$ cat src/rtl/icache_refill_pkg.sv
// Shared definitions for the instruction-cache refill engine: geometry defaults,
// RAM read latency and the refill FSM encoding.
package icache_refill_pkg;

   localparam int DEF_ADDR_WIDTH  = 17;
   localparam int DEF_BLOCK_WIDTH = 4;
   localparam int RD_LATENCY      = 1;

   typedef enum logic {
      S_IDLE  = 1'b0,
      S_FETCH = 1'b1
   } refill_state_e;

endpackage

$ cat src/rtl/icache_refill_if.sv
// Cache-request, RAM and cache-fill signals of the refill engine.
// The master side is the cache/RAM environment; the slave side is the engine.
interface icache_refill_if
   import icache_refill_pkg::*;
#(
   parameter int ADDR_WIDTH  = DEF_ADDR_WIDTH,
   parameter int BLOCK_WIDTH = DEF_BLOCK_WIDTH
) ();

   localparam int BLOCK_SIZE = 2**BLOCK_WIDTH;

   logic                          missIn;
   logic [ADDR_WIDTH-BLOCK_WIDTH-1:0] missAddrIn;
   logic [7:0]                    memReadData;
   logic [ADDR_WIDTH-1:0]         ramAddrOut;
   logic                          ramWriteOut;
   logic                          busyOut;
   logic                          blockValidOut;
   logic [ADDR_WIDTH-BLOCK_WIDTH-1:0] blockAddrOut;
   logic [BLOCK_SIZE*8-1:0]       blockDataOut;

   modport master (
      output missIn, missAddrIn, memReadData,
      input  ramAddrOut, ramWriteOut, busyOut, blockValidOut, blockAddrOut, blockDataOut
   );

   modport slave (
      input  missIn, missAddrIn, memReadData,
      output ramAddrOut, ramWriteOut, busyOut, blockValidOut, blockAddrOut, blockDataOut
   );

endinterface

$ cat src/rtl/icache_refill.sv
// Refill engine: fetches a block byte-by-byte from RAM, assembles it little-endian
// and hands it to the cache with a single-cycle valid pulse.
//
// state   | meaning
// --------+------------------------------------------------------------
// S_IDLE  | waiting for a miss; last block held on the fill outputs
// S_FETCH | issuing byte addresses and capturing returned bytes
module icache_refill
   import icache_refill_pkg::*;
#(
   parameter int ADDR_WIDTH  = DEF_ADDR_WIDTH,
   parameter int BLOCK_WIDTH = DEF_BLOCK_WIDTH
) (
   input logic             clkIn,
   input logic             resetIn,
   icache_refill_if.slave  bus
);

   localparam int BLOCK_SIZE = 2**BLOCK_WIDTH;
   localparam int TAG_W      = ADDR_WIDTH - BLOCK_WIDTH;
   localparam int CNT_W      = BLOCK_WIDTH + 1;

   refill_state_e           state_q, state_d;
   logic [CNT_W-1:0]        issue_cnt_q, issue_cnt_d;
   logic [CNT_W-1:0]        rcv_cnt_q, rcv_cnt_d;
   logic [RD_LATENCY:0]     rd_pipe_q, rd_pipe_d;
   logic [ADDR_WIDTH-1:0]   ram_addr_q, ram_addr_d;
   logic                    busy_q, busy_d;
   logic                    blk_valid_q, blk_valid_d;
   logic [TAG_W-1:0]        blk_addr_q, blk_addr_d;
   logic [BLOCK_SIZE*8-1:0] blk_data_q, blk_data_d;

   // rd_pipe bit 0 marks a fresh address on the RAM port this cycle; the top bit
   // marks that memReadData carries the byte for an address issued earlier.
   always_comb begin
      state_d     = state_q;
      issue_cnt_d = issue_cnt_q;
      rcv_cnt_d   = rcv_cnt_q;
      rd_pipe_d   = rd_pipe_q << 1;
      rd_pipe_d[0] = 1'b0;
      ram_addr_d  = ram_addr_q;
      busy_d      = busy_q;
      blk_valid_d = 1'b0;
      blk_addr_d  = blk_addr_q;
      blk_data_d  = blk_data_q;

      case (state_q)
         S_IDLE: begin
            if (bus.missIn && !blk_valid_q) begin
               state_d      = S_FETCH;
               blk_addr_d   = bus.missAddrIn;
               ram_addr_d   = {bus.missAddrIn, {BLOCK_WIDTH{1'b0}}};
               issue_cnt_d  = CNT_W'(1);
               rcv_cnt_d    = '0;
               busy_d       = 1'b1;
               rd_pipe_d[0] = 1'b1;
            end
         end
         S_FETCH: begin
            if (issue_cnt_q < CNT_W'(BLOCK_SIZE)) begin
               ram_addr_d   = {blk_addr_q, issue_cnt_q[BLOCK_WIDTH-1:0]};
               issue_cnt_d  = issue_cnt_q + CNT_W'(1);
               rd_pipe_d[0] = 1'b1;
            end
            if (rd_pipe_q[RD_LATENCY]) begin
               blk_data_d[{rcv_cnt_q[BLOCK_WIDTH-1:0], 3'b000} +: 8] = bus.memReadData;
               rcv_cnt_d = rcv_cnt_q + CNT_W'(1);
               if (rcv_cnt_q == CNT_W'(BLOCK_SIZE - 1)) begin
                  state_d     = S_IDLE;
                  blk_valid_d = 1'b1;
                  busy_d      = 1'b0;
               end
            end
         end
         default: state_d = S_IDLE;
      endcase
   end

   always_ff @(posedge clkIn) begin
      if (resetIn) begin
         state_q     <= S_IDLE;
         issue_cnt_q <= '0;
         rcv_cnt_q   <= '0;
         rd_pipe_q   <= '0;
         ram_addr_q  <= '0;
         busy_q      <= 1'b0;
         blk_valid_q <= 1'b0;
         blk_addr_q  <= '0;
         blk_data_q  <= '0;
      end else begin
         state_q     <= state_d;
         issue_cnt_q <= issue_cnt_d;
         rcv_cnt_q   <= rcv_cnt_d;
         rd_pipe_q   <= rd_pipe_d;
         ram_addr_q  <= ram_addr_d;
         busy_q      <= busy_d;
         blk_valid_q <= blk_valid_d;
         blk_addr_q  <= blk_addr_d;
         blk_data_q  <= blk_data_d;
      end
   end

   assign bus.ramAddrOut    = ram_addr_q;
   assign bus.ramWriteOut   = 1'b0;
   assign bus.busyOut       = busy_q;
   assign bus.blockValidOut = blk_valid_q;
   assign bus.blockAddrOut  = blk_addr_q;
   assign bus.blockDataOut  = blk_data_q;

endmodule

$ cat src/flat_wrapper.sv
// flat-port wrapper written by rule: the top's interface ports become plain ports
module icache_refill_flat import icache_refill_pkg::*;
#(
   parameter int ADDR_WIDTH  = DEF_ADDR_WIDTH,
   parameter int BLOCK_WIDTH = DEF_BLOCK_WIDTH
)
  (clkIn, resetIn, bus_missIn, bus_missAddrIn, bus_memReadData, bus_ramAddrOut, bus_ramWriteOut, bus_busyOut, bus_blockValidOut, bus_blockAddrOut, bus_blockDataOut);
  icache_refill_if #(.ADDR_WIDTH(ADDR_WIDTH), .BLOCK_WIDTH(BLOCK_WIDTH)) bus_i ();
  input logic clkIn;
  input logic resetIn;
  input wire logic [$bits(bus_i.missIn)-1:0] bus_missIn;
  input wire logic [$bits(bus_i.missAddrIn)-1:0] bus_missAddrIn;
  input wire logic [$bits(bus_i.memReadData)-1:0] bus_memReadData;
  output wire logic [$bits(bus_i.ramAddrOut)-1:0] bus_ramAddrOut;
  output wire logic [$bits(bus_i.ramWriteOut)-1:0] bus_ramWriteOut;
  output wire logic [$bits(bus_i.busyOut)-1:0] bus_busyOut;
  output wire logic [$bits(bus_i.blockValidOut)-1:0] bus_blockValidOut;
  output wire logic [$bits(bus_i.blockAddrOut)-1:0] bus_blockAddrOut;
  output wire logic [$bits(bus_i.blockDataOut)-1:0] bus_blockDataOut;
  assign bus_i.missIn = bus_missIn;
  assign bus_i.missAddrIn = bus_missAddrIn;
  assign bus_i.memReadData = bus_memReadData;
  assign bus_ramAddrOut = bus_i.ramAddrOut;
  assign bus_ramWriteOut = bus_i.ramWriteOut;
  assign bus_busyOut = bus_i.busyOut;
  assign bus_blockValidOut = bus_i.blockValidOut;
  assign bus_blockAddrOut = bus_i.blockAddrOut;
  assign bus_blockDataOut = bus_i.blockDataOut;
  icache_refill #(.ADDR_WIDTH(ADDR_WIDTH), .BLOCK_WIDTH(BLOCK_WIDTH)) u_core (.clkIn(clkIn), .resetIn(resetIn), .bus(bus_i));
endmodule
$ cat config.mk
export PLATFORM = sky130hd
export DESIGN_NAME = icache_refill_flat
export DESIGN_NICKNAME = d
export VERILOG_FILES = /design/src/rtl/icache_refill_pkg.sv /design/src/rtl/icache_refill_if.sv /design/src/rtl/icache_refill.sv /design/src/flat_wrapper.sv
export SDC_FILE = /design/constraint.sdc
export NUM_CORES = 1
export LEC_CHECK = 0
export CORE_MARGIN = 2
export CORE_UTILIZATION = 35
export DETAILED_ROUTE_END_ITERATION = 8
export DONT_BUFFER_PORTS = 1
export PLACE_DENSITY = 0.58
export SETUP_SLACK_MARGIN = 0.1
export SYNTH_ARGS = -nofsm -noshare
export SYNTH_HDL_FRONTEND = slang
export SYNTH_SLANG_ARGS = --single-unit
export TNS_END_PERCENT = 50
$ cat constraint.sdc
create_clock -name clkIn -period 2.5 [get_ports clkIn]
set_input_delay 0.25 -clock clkIn [delete_from_list [all_inputs] [get_ports clkIn]]
set_output_delay 0.25 -clock clkIn [all_outputs]
set_load 0.1 [all_outputs]
==> qor.yml <==
outcome:
  outcome: "completed"
floorplanning:
  die_area_um2: 21400
  initial_core_util_pct: 35.4
  fp.dieW_um: 146
  coreArea_um2: 20000
  die_h_um: 146
  boundaryPins: 185
  num_rows: 52
finish:
  design_area_um2: 9260
  drive_above_1_share_pct: 23.3
  antenna_cells: 0
  fin_cells: 1149
  synthToLayoutAreaGrowth_pct: 30.7
  post-route-util_pct: 46.2
  nets: 896
worst_setup_path:
  cp_cell_sequence: "inv_1 > ha_1 > xnor2_2 > nand3_1 > nor2_4 > buf_12 > mux2i_1"
  path_buf_inv: 2
  crit_cells: 7
  cp_max_fo: 10
  r2r_setup_slack_ns: 0.33
  worstSetupPathType: "register to register"
  worstPathRequired_ns: 2.86
  reg2regPathDepth: 7
  cp_slowest_cell: "dfxtp_1"
  crit_family: "simple AND/OR/NAND/NOR gates"
  arrival_ns: 2.53
  crit_path_end_kind: "register"
  cpPeakStageDelay_ns: 0.50
  startpoint_type: "register"
synthesis:
  yosysWarningCount: 0
  seq_area_frac_synth_pct: 48.9
  avgSynthCellArea_um2: 9.95
  synth_fa_ha_area_share_pct: 1.06
  synth_simple_gate_area_share_pct: 23.2
  synth_flop_cell: "dfxtp_1"
  synth.area.mux_share_pct: 18.9
  synth_xor_area_share_pct: 0.371
  synth_fp_nets: 742
  synth_cells: 712
  async_flop_share_pct: 0
  synth_cell_type_count: 45
  synth_top_family_by_area: "simple AND/OR/NAND/NOR gates"
  ys_ff_latch: 173
  synth_compound_area_share_pct: 4.91
  netlist_area_um2: 7090
  synth_edf_count: 0
timing:
  fin_crit_ns: 2.17
  setup-tns-final_ns: 0
  tightest_slew_ns: 1.01
  holdWs_ns: 0.0173
  setup_viol: 0
  max_freq_mhz: 461
  fin_crit_sh_pct: 86.8
  finalClockSkew_ns: 0.00845
  drv_slew: 0
  slew_headroom_pct: 32.3
  rsz0062_at_grt: "false"
  setup_ws_ns: 0.330
  finalHoldViolCount: 0
routing:
  dr_total_vias: 5632
  drt-initial-drc-count: 286
  drt_wl_total_um: 20500
  ant_nets: 0
  viasPerCell: 4.90
  drtPass1Iterations: 5
  routedWlPerCell_um: 17.8
  drc_errors: 0
clock_tree:
  cts.clk_slew.worst_paths_ns: 0.07
  clockRootBuffer: "clkbuf_16"
  clock_sinks: 173
  cts_made_buffers: 17
  tritoncts: "built"
  htree_levels: 4
  clockBufferDepth: 2
  clock_latency_ns: 0.43
placed_design:
  hpwlAfterDp_um: 13700
  pre_cts_ws_ns: 0.0805
  placed_cells: 1090
  port_buffers: 0
  place_area_um2: 8360
  place.gp.congestion: 0.900
global_routing:
  grt_pass1_vias: 5665
  gr-total-overflow: 0
  grt_max_degree: 87
  grt_util_all_layers_pct: 19.2
  antenna_found_initial: 0
  grt_pass1_wl_um: 32100
power:
  ir_drop_mv: 0.461
  powerDensity_nw_per_um2: 665
  power_leakage_nw: 4.23
  p_total_mw: 6.16
hold_path:
  hold-path-cell-count: 2
  worst_hold_path_type: "input pin to register"
job:
  drv_cap: 0
==> cells by family (layout without fill, tap and decap cells) <==
group,count (synthesis),after routing
and+or+nand+nor,296,296
DFF,173,173
muxes,134,134
AOI/OAI and AO/OA,56,56
buffers and inverters,43,210
adders and majority gates,6,6
xor gates and xnor gates,3,3
other,1,1
==> cells in the mapped netlist, drive strengths merged, types with 4 or more instances <==
master    n  area, um2
nand3b    9       67.6
nand3    13       90.1
clkbuf   28        105
nand4     4       25.0
buf      12       70.1
o21ai    12       63.8
a21oi    24        120
dfxtp   173       3460
mux2i   133       1330
nor2b    11       68.8
nor2     44        189
a211oi   15        113
nand2b  123        769
nand2    72        283
ha        6       75.1
==> worst paths after layout <==
kind / from / end
max: u_core.rcv_cnt_q[1] / u_core.bus.blockDataOut[14]
min: resetIn / u_core.bus.blockDataOut[37]
max reg2reg: u_core.rcv_cnt_q[1] / u_core.bus.blockDataOut[14]
min reg2reg: u_core.rd_pipe_q[0] / u_core.rd_pipe_q[1]
==> what timing repair did <==
action                                 CTS  global route
hold buffers                            26             0
gates resized for setup                  1             0
endpoints found under the hold margin   84             0
pin swaps                                0             1
setup buffers                            0             1
setup endpoints to repair                8             6
==> sequential cells by signal, summed over array words and instances (netlist names) <==
signal,count
u_core.bus.blockAddrOut,13
u_core.bus.blockDataOut,128
u_core.bus.blockValidOut,1
u_core.bus.busyOut,1
u_core.bus.ramAddrOut,17
u_core.issue_cnt_q,5
u_core.rcv_cnt_q,5
u_core.rd_pipe_q,2
u_core.state_q,1
==> cell usage in the layout (no fill, tap or decap), drive strengths merged, types with 2 or more instances in the layout <==
cell type | netlist | final
clkinv | 0 | 6
and3 | 3 | 3
or2 | 3 | 3
and2 | 2 | 2
nor2b | 11 | 11
a21oi | 24 | 24
nand3b | 9 | 9
nand4b | 3 | 3
dfxtp | 173 | 173
nand2b | 123 | 123
o21ai | 12 | 12
clkinvlp | 0 | 2
nor2 | 44 | 44
buf | 12 | 150
dlygate4sd3 | 0 | 25
xnor2 | 2 | 2
nand2 | 72 | 72
nor3b | 2 | 2
ha | 6 | 6
inv | 3 | 8
clkbuf | 28 | 18
nand4 | 4 | 4
or3b | 2 | 2
nand3 | 13 | 13
nor3 | 3 | 3
a211oi | 15 | 15
mux2i | 133 | 133
==> worst reg2reg max path, delay by kind of cell (launching register included) <==
kind / cells / cell delay, ns
multiplexers: 1 / 0.20
adder cells (fa/ha/maj): 1 / 0.30
buffers and inverters: 2 / 0.27
AND/OR/NAND/NOR: 2 / 0.52
flip-flops: 1 / 0.50
XOR/XNOR: 1 / 0.32
==> report_power, final <==
part	switching [mW]	internal, mW
clock network	1.22	1.44
logic	0.484	0.185
registers	0.0318	2.80
==> metal layers <==
metal / up-vias / track usage [%] / share of wire (%)
met5: - / 0 / 0
met4: 0 / 6.46 / 2.1
met3: 31 / 5.44 / 6.6
met2: 168 / 31.2 / 46
met1: 2729 / 24.7 / 45
li1: 2704 / - / -
==> final cells by class <==
class | count | area (um2)
tap | 270 | 338
clock buffer | 18 | 439
inverter | 3 | 11.3
multi-input combinational | 496 | 3440
timing repair buffer | 175 | 1410
clock inverter | 14 | 156
fill | 1933 | 10800
sequential | 173 | 3460
Note: power is estimated with default switching activity, not from simulation.
